==> config.mk <==
export PLATFORM = sky130hd
export DESIGN_NAME = fft_digit_reverse_buf_flat
export DESIGN_NICKNAME = d
export VERILOG_FILES = /design/src/rtl/fft_digit_reverse_buf_if.sv /design/src/rtl/fft_digit_reverse_buf.sv /design/src/flat_wrapper.sv
export SDC_FILE = /design/constraint.sdc
export NUM_CORES = 2
export LEC_CHECK = 0
export CAP_MARGIN = 20
export CELL_PAD_IN_SITES_DETAIL_PLACEMENT = 1
export CELL_PAD_IN_SITES_GLOBAL_PLACEMENT = 1
export CORE_MARGIN = 2
export CORE_UTILIZATION = 45
export DETAILED_ROUTE_END_ITERATION = 7
export PLACE_DENSITY_LB_ADDON = 0.1
export SLEW_MARGIN = 15
export SYNTH_ARGS = -nofsm -noshare
export SYNTH_HDL_FRONTEND = slang
export SYNTH_SLANG_ARGS = --single-unit
==> constraint.sdc <==
create_clock -name clk -period 10.86 [get_ports clk]
set_clock_uncertainty 0.05 [all_clocks]
set_input_delay 1.629 -clock clk [delete_from_list [all_inputs] [get_ports clk]]
set_output_delay 1.629 -clock clk [all_outputs]
set_load 0.1 [all_outputs]
==> src/rtl/fft_digit_reverse_buf_if.sv <==
// Sample stream bundle between the last radix-4 butterfly stage, the
// digit-reverse buffer and its natural-order consumer.
interface fft_digit_reverse_buf_if #(
  parameter int WORDLENGTH_IO = 16,
  parameter int LOG4N         = 3
);
  logic                       enable;
  logic                       in_sop;
  logic [2*WORDLENGTH_IO-1:0] data_in;
  logic [2*WORDLENGTH_IO-1:0] data_out;
  logic                       out_valid;
  logic                       out_sop;
  logic [2*LOG4N-1:0]         out_index;

  modport master (
    output enable, in_sop, data_in,
    input  data_out, out_valid, out_sop, out_index
  );

  modport slave (
    input  enable, in_sop, data_in,
    output data_out, out_valid, out_sop, out_index
  );
endinterface

==> src/rtl/fft_digit_reverse_buf.sv <==
// Ping-pong reorder buffer: writes base-4 digit-reversed frames at rev(k) and
// streams them back in natural bin order, one frame of latency.
module fft_digit_reverse_buf #(
  parameter int WORDLENGTH_IO = 16,
  parameter int LOG4N         = 3
) (
  input  logic                     clk,
  input  logic                     rst,
  fft_digit_reverse_buf_if.slave   bus
);
  localparam int AW = 2*LOG4N;
  localparam int SW = 2*WORDLENGTH_IO;
  localparam logic [AW-1:0] LAST = '1;

  typedef enum logic {S_IDLE, S_FILL} state_t;

  function automatic logic [AW-1:0] f_rev(input logic [AW-1:0] k);
    f_rev = '0;
    for (int i = 0; i < LOG4N; i++)
      f_rev[2*i +: 2] = k[2*(LOG4N-1-i) +: 2];
  endfunction

  state_t          r_state, w_state_nxt;
  logic [AW-1:0]   r_wr_cnt, w_wr_cnt_nxt, w_wr_pos;
  logic            w_wr_en, w_frame_done;
  logic            r_wr_bank, r_rd_bank, r_rd_active;
  logic [1:0]      r_ready, w_ready_nxt;
  logic [AW-1:0]   r_rd_cnt;
  logic            w_rd_issue, w_rd_last;
  logic [SW-1:0]   w_rd_data;
  logic [SW-1:0]   r_data_out;
  logic            r_out_valid, r_out_sop;
  logic [AW-1:0]   r_out_index;
  logic [SW-1:0]   r_mem [0:2*(1<<AW)-1];

  always_ff @(posedge clk or negedge rst) begin
    if (!rst) r_state <= S_IDLE;
    else      r_state <= w_state_nxt;
  end

  // Write side: an in_sop outside position 0 restarts the frame in place.
  always_comb begin
    w_state_nxt  = r_state;
    w_wr_cnt_nxt = r_wr_cnt;
    w_wr_pos     = r_wr_cnt;
    w_wr_en      = 1'b0;
    w_frame_done = 1'b0;
    if (bus.enable) begin
      if (r_state == S_IDLE) begin
        if (bus.in_sop) begin
          w_wr_en      = 1'b1;
          w_wr_pos     = '0;
          w_wr_cnt_nxt = AW'(1);
          w_state_nxt  = S_FILL;
        end
      end else begin
        w_wr_en = 1'b1;
        if (bus.in_sop && (r_wr_cnt != '0)) begin
          w_wr_pos     = '0;
          w_wr_cnt_nxt = AW'(1);
        end else begin
          w_wr_cnt_nxt = r_wr_cnt + AW'(1);
          w_frame_done = (r_wr_cnt == LAST);
        end
      end
    end
  end

  assign w_rd_issue = bus.enable && (r_rd_active || r_ready[r_rd_bank]);
  assign w_rd_last  = (r_rd_cnt == LAST);
  assign w_rd_data  = r_mem[{r_rd_bank, r_rd_cnt}];

  // Set is applied after clear so a forced collision on one bank keeps it ready.
  always_comb begin
    w_ready_nxt = r_ready;
    if (w_rd_issue && w_rd_last) w_ready_nxt[r_rd_bank] = 1'b0;
    if (w_frame_done)            w_ready_nxt[r_wr_bank] = 1'b1;
  end

  always_ff @(posedge clk) begin
    if (w_wr_en) r_mem[{r_wr_bank, f_rev(w_wr_pos)}] <= bus.data_in;
  end

  always_ff @(posedge clk or negedge rst) begin
    if (!rst) begin
      r_wr_cnt    <= '0;
      r_wr_bank   <= 1'b0;
      r_ready     <= 2'b00;
      r_rd_bank   <= 1'b0;
      r_rd_cnt    <= '0;
      r_rd_active <= 1'b0;
      r_data_out  <= '0;
      r_out_valid <= 1'b0;
      r_out_sop   <= 1'b0;
      r_out_index <= '0;
    end else begin
      r_wr_cnt <= w_wr_cnt_nxt;
      r_ready  <= w_ready_nxt;
      if (w_frame_done) r_wr_bank <= ~r_wr_bank;
      if (w_rd_issue) begin
        r_data_out  <= w_rd_data;
        r_out_valid <= 1'b1;
        r_out_sop   <= (r_rd_cnt == '0);
        r_out_index <= r_rd_cnt;
        r_rd_cnt    <= r_rd_cnt + AW'(1);
        if (w_rd_last) begin
          r_rd_bank   <= ~r_rd_bank;
          r_rd_active <= r_ready[~r_rd_bank];
        end else begin
          r_rd_active <= 1'b1;
        end
      end else begin
        r_out_valid <= 1'b0;
        r_out_sop   <= 1'b0;
      end
    end
  end

  assign bus.data_out  = r_data_out;
  assign bus.out_valid = r_out_valid;
  assign bus.out_sop   = r_out_sop;
  assign bus.out_index = r_out_index;
endmodule
==> src/flat_wrapper.sv <==
// flat-port wrapper written by rule: the top's interface ports become plain ports
module fft_digit_reverse_buf_flat 
#(
  parameter int WORDLENGTH_IO = 16,
  parameter int LOG4N         = 3
)
  (clk, rst, bus_enable, bus_in_sop, bus_data_in, bus_data_out, bus_out_valid, bus_out_sop, bus_out_index);
  fft_digit_reverse_buf_if #(.WORDLENGTH_IO(WORDLENGTH_IO), .LOG4N(LOG4N)) bus_i ();
  input  logic clk;
  input  logic rst;
  input wire logic [$bits(bus_i.enable)-1:0] bus_enable;
  input wire logic [$bits(bus_i.in_sop)-1:0] bus_in_sop;
  input wire logic [$bits(bus_i.data_in)-1:0] bus_data_in;
  output wire logic [$bits(bus_i.data_out)-1:0] bus_data_out;
  output wire logic [$bits(bus_i.out_valid)-1:0] bus_out_valid;
  output wire logic [$bits(bus_i.out_sop)-1:0] bus_out_sop;
  output wire logic [$bits(bus_i.out_index)-1:0] bus_out_index;
  assign bus_i.enable = bus_enable;
  assign bus_i.in_sop = bus_in_sop;
  assign bus_i.data_in = bus_data_in;
  assign bus_data_out = bus_i.data_out;
  assign bus_out_valid = bus_i.out_valid;
  assign bus_out_sop = bus_i.out_sop;
  assign bus_out_index = bus_i.out_index;
  fft_digit_reverse_buf #(.WORDLENGTH_IO(WORDLENGTH_IO), .LOG4N(LOG4N)) u_core (.clk(clk), .rst(rst), .bus(bus_i));
endmodule
Yosys cells after proc, flatten, opt, wreduce, memory -nomap -nowiden

Memory sizes are Yosys's and may differ from the RTL's. A register that Yosys moved wholly into a read port is not among the register bits.
Cells that the tools add are included.

Register bits after elaboration: 26
Bits in writable memories: 4096
Bits of input ports: 36
Word-level logic and storage cells: 65
Memories kept: 1

$add $sub $neg: 2
$lt $le $gt $ge: 5
Eq/ne operators: 2
Multiplexer cells: 28
Bitwise logic cells: 5
Reduce and logical (&&, ||, !) cells: 12

Memories:

| memory       | words | width | read ports | clocked after memory_dff | wr ports | line                        | RTL |
|---|---|---|---|---|---|---|---|
| u_core.r_mem | 128   | 32    | 1          | 1                        | 1        | fft_digit_reverse_buf.sv:34 | `logic [SW-1:0] r_mem [0:2*(1<<AW)-1];` |

Operators by type and width:

| cell                  | number |
|---|---|
| $mux W6               | 7 |
| $mux W1               | 17 |
| $add A6 B1 Y6 const B | 2 |
| $eq A6 B6 Y1 const B  | 2 |
| $logic_not A6 Y1      | 1 |
| $lt A1 B2 Y1 const B  | 3 |
| $reduce_bool A6 Y1    | 1 |
| $logic_and A1 B1 Y1   | 5 |
| $mux W2               | 2 |
| $reduce_and A2 Y1     | 2 |
| $and A2 B2 Y2         | 1 |
| $demux W1 S1          | 2 |
| $ge A1 B1 Y1 const B  | 2 |
| $not A1 Y1            | 2 |
| $not A2 Y2            | 1 |
| $or A2 B2 Y2          | 1 |
| $reduce_bool A2 Y1    | 1 |
| $logic_not A1 Y1      | 1 |
| $logic_or A1 B1 Y1    | 1 |

Logic depth before layout (Yosys ltp)

Depth after elaboration: 9
Gate-level depth with buffers: 13

Least setup slack after synthesis

Ideal clock, no wire load.

Kind: input to register
From: input bus_enable
To: memory u_core.r_mem[114][0] (netlist bit), enable pin
Library setup time: 0.421 ns
Arrival time: 4.231 ns
Slack: 6.158 ns
Stages: 8
Buffers on the path: 3
Cell sequence: and2_0 clkbuf_1 nor2_1 nand3b_1 or3_1 clkbuf_1 clkbuf_1 nor2_1

Word-level cells in the longest chain between the ends: 3
Elaborated cells on any way between the ends: 4
Classes of those cells: mux: 4

Ends and longest elaborated chain:

| what                          | line                        | RTL |
|---|---|---|
| from (decl)                   | flat_wrapper.sv:11          | `input wire logic [$bits(bus_i.enable)-1:0] bus_enable;` |
| $mux W1                       | fft_digit_reverse_buf.sv:48 | `if (bus.enable) begin` |
| $mux W1                       | fft_digit_reverse_buf.sv:81 | `if (w_wr_en) r_mem[{r_wr_bank, f_rev(w_wr_pos)}] <= bus.data_in;` |
| $mux W1 (implied by the code) | fft_digit_reverse_buf.sv:81 |  |
| to (decl)                     | fft_digit_reverse_buf.sv:34 |  |

Several ways; a longest one is shown, not always the timed one.

==> run summary <==
Post-DP HPWL - 295000 um
Crit end category - flip-flop
Total Die Area - 0.359 sq mm
Worst-Margin Slew - 1.27 ns
Total grt overflow - 0
Commonest non-fill, non-tap cell in the layout - edfxtp_1
Max VDD drop - 172 uV
Crit path kind - reg -> reg
Yosys cell types - 66
CP max stage delay - 0.76 ns
Area of placed instances - 0.168 sq mm
Iter 0 DRT Violations - 9498
Post-synthesis net count - 7274
Initial antenna violation count - 46
Final cell count without fillers - 12800
Clk sinks - 4154
LEAKAGE - 57.5 nW
Crit-path most repeated cell - buf_4
Max-cap violations - 0
Via count - 79400
Async SR Flop Fraction - 1.40%
CTS tree - done
Port Buf Inserts - 75
Number of post-CTS setup repair buffers - 0
Final setup viols - 0
Drt total wl - 498000 um
Reg area - 0.124 sq mm
Longest Clk Path Bufs - 4
Cell count after placement - 11900
Average wire per standard cell - 39.0 um
Num rows - 218
Area of the multi-input gates - 0.0338 sq mm
Drt via density - 6.22
Hold/Removal Path Class - in -> async
Final instance area - 0.182 sq mm
Power Total - 34.3 mW
Ys flop type - edfxtp_1
Synth area leader - edfxtp_1
Synthesized area - 0.160 sq mm
CTS Buf Count - 437
Number of fill cells - 30500
Power per Cell Area - 188 mW/mm^2
RSZ-0062 raised after global routing - false
Post-synth EDFFs - 4096
Synth top area cells - edfxtp_1 77%, mux4_2 13%, mux2i_1 2.7%
Worst-Skew Late Latency - 1.00 ns
YS warnings - 0
Fin crit period - 5.38 ns
Die Ht - 599 um
FF+latch count, synth - 4154
WP data required - 11.70 ns
Most frequent cells in the layout - 4096 x edfxtp_1, 916 x mux4_2, 445 x clkbuf_16
GRT Total Usage - 27.7%
Status - finished clean
Top Ports - 76
Vias in the first global route - 80600
# resized after CTS - 0
Die W - 599 um
Crit path DAT - 6.22 ns
Placer Congestion - 0.898
Layout cells sized above 1 - 26.2%
Root cell of the clock tree - clkbuf_16
Post-synthesis sequential area ratio - 78.0%
H-tree levels - 5
Fmax - 0.186 GHz
Final net count - 7685
Mapped Cells - 7234
Clock-pin slew on the worst setup and hold paths - 0.06 ns
Pins over their slew limit - 0
Drt pass-1 iters - 5
Core box area - 0.353 sq mm
Crit-path cells - buf_4, buf_4, buf_12, nand2_1, o22ai_1, nor4_1, nand3b_1, a2bb2oi_1
Largest net degree at the start of global routing - 119
First-pass GRT wire length - 682000 um
Post-CTS Hold Buffers - 0
Setup TNS - 0 ns
Area grow syn2layout - 14.1%
Starting density of the core - 45.2%
Max_slew headroom - 14.2%
Worst-path maximum fanout - 118
Slowest cell on the critical path - dfrtp_4
Post-synth top area share - 77.1%
Hold Vio Cnt, Final - 0
DR DRC count - 0
Post-route ant nets - 0
Startpoint Class - flip-flop
Synth Area per Inst - 22.1 sq um
Fin crit share - 49.6%
==> per-stage QoR <==
stage / hold slack [ns] / utilization, % / worst slack [ns]
after global routing: 0.424 / 51.6 / 5.18
after CTS: 0.400 / 51.6 / 5.37
after global placement: 0.434 / 47.4 / 4.67
final: 0.451 / 51.6 / 5.48
after detailed placement: 0.437 / 47.6 / 4.52
after floorplan: 0.429 / - / 6.16
==> worst paths after layout <==
path / slack, ns / start / depth (start not counted) / to
max: 5.48 / u_core.r_rd_cnt[1] / 8 / u_core.bus.data_out[8]
min: 0.45 / rst / 1 / u_core.bus.data_out[19]
max reg2reg: 5.48 / u_core.r_rd_cnt[1] / 8 / u_core.bus.data_out[8]
min reg2reg: 0.45 / u_core.bus.out_index[3] / 2 / u_core.bus.out_index[3]
max in group asynchronous: 9.07 / rst / 2 / u_core.r_rd_cnt[4]
min in group clk: 0.45 / u_core.bus.out_index[3] / 2 / u_core.bus.out_index[3]
==> cell families after synthesis <==
logic type / Yosys count / synth area share (%)
DFF: 4154 / 78.0
buffers and inverters: 430 / 1.53
xor gates and xnor gates: 10 / 0.0549
AOI/OAI and AO/OA: 642 / 2.82
muxes: 1377 / 15.8
and+or+nand+nor: 617 / 1.71
adders and majority gates: 4 / 0.0314
==> where the power goes <==
| group | switching, mW | total [mW] | internal [mW] | leakage (nW) |
|---|---|---|---|---|
| sequential | 0.0677 | 17.8 | 17.8 | 37.5 |
| combinational | 1.10 | 1.58 | 0.477 | 13.0 |
| clock | 6.29 | 14.8 | 8.55 | 6.93 |
==> layout make-up <==
class,instances,share of cell area (%)
sequential,4154,68.4
multi-input combinational,2650,18.6
clock buffer,553,6.41
tap,4730,3.25
timing repair buffer,388,1.94
clock inverter,259,1.36
inverter,14,0.0371
antenna,20,0.0275
==> layer usage <==
| layer | routed length (um) | global-route usage [%] |
|---|---|---|
| met5 | 29 | 0 |
| met1 | 203000 | 38.5 |
| met2 | 239000 | 44.2 |
| met4 | 20900 | 10.7 |
| met3 | 35900 | 4.42 |
==> sequential cells by signal, indices dropped and copies added (netlist names), 2 cells and up <==
register and cells:
u_core.bus.data_out 32, u_core.r_wr_cnt 6, u_core.r_mem 4096, u_core.r_ready 2
u_core.bus.out_index 6, u_core.r_rd_cnt 6
==> critical path: cells and delay by family, from the launching register on <==
kind / cells / cell delay (ns)
simple gates: 3 / 1.67
compound gates: 2 / 0.92
flops: 1 / 0.76
buf+inv: 3 / 1.76
==> cells in the mapped netlist (all sizes together), types with 8 or more instances <==
cell and number:
o221ai 55, o211a 8, o21ai 47, dfrtp 58, a2111oi 30, o211ai 11, edfxtp 4096, a211o 10
a211oi 32, a221o 8, buf 286, a31oi 38, clkbuf 130, nor4 25, mux2i 434, a22oi 141
and3 12, nand3 74, a21oi 138, nand2 243, nor2 179, nor3 22, inv 12, nand3b 8
nand4 10, mux4 916, a221oi 31, and2 13, a22o 13, or3 11, mux2 27, o22ai 52
Note: power is estimated with default switching activity, not from simulation.
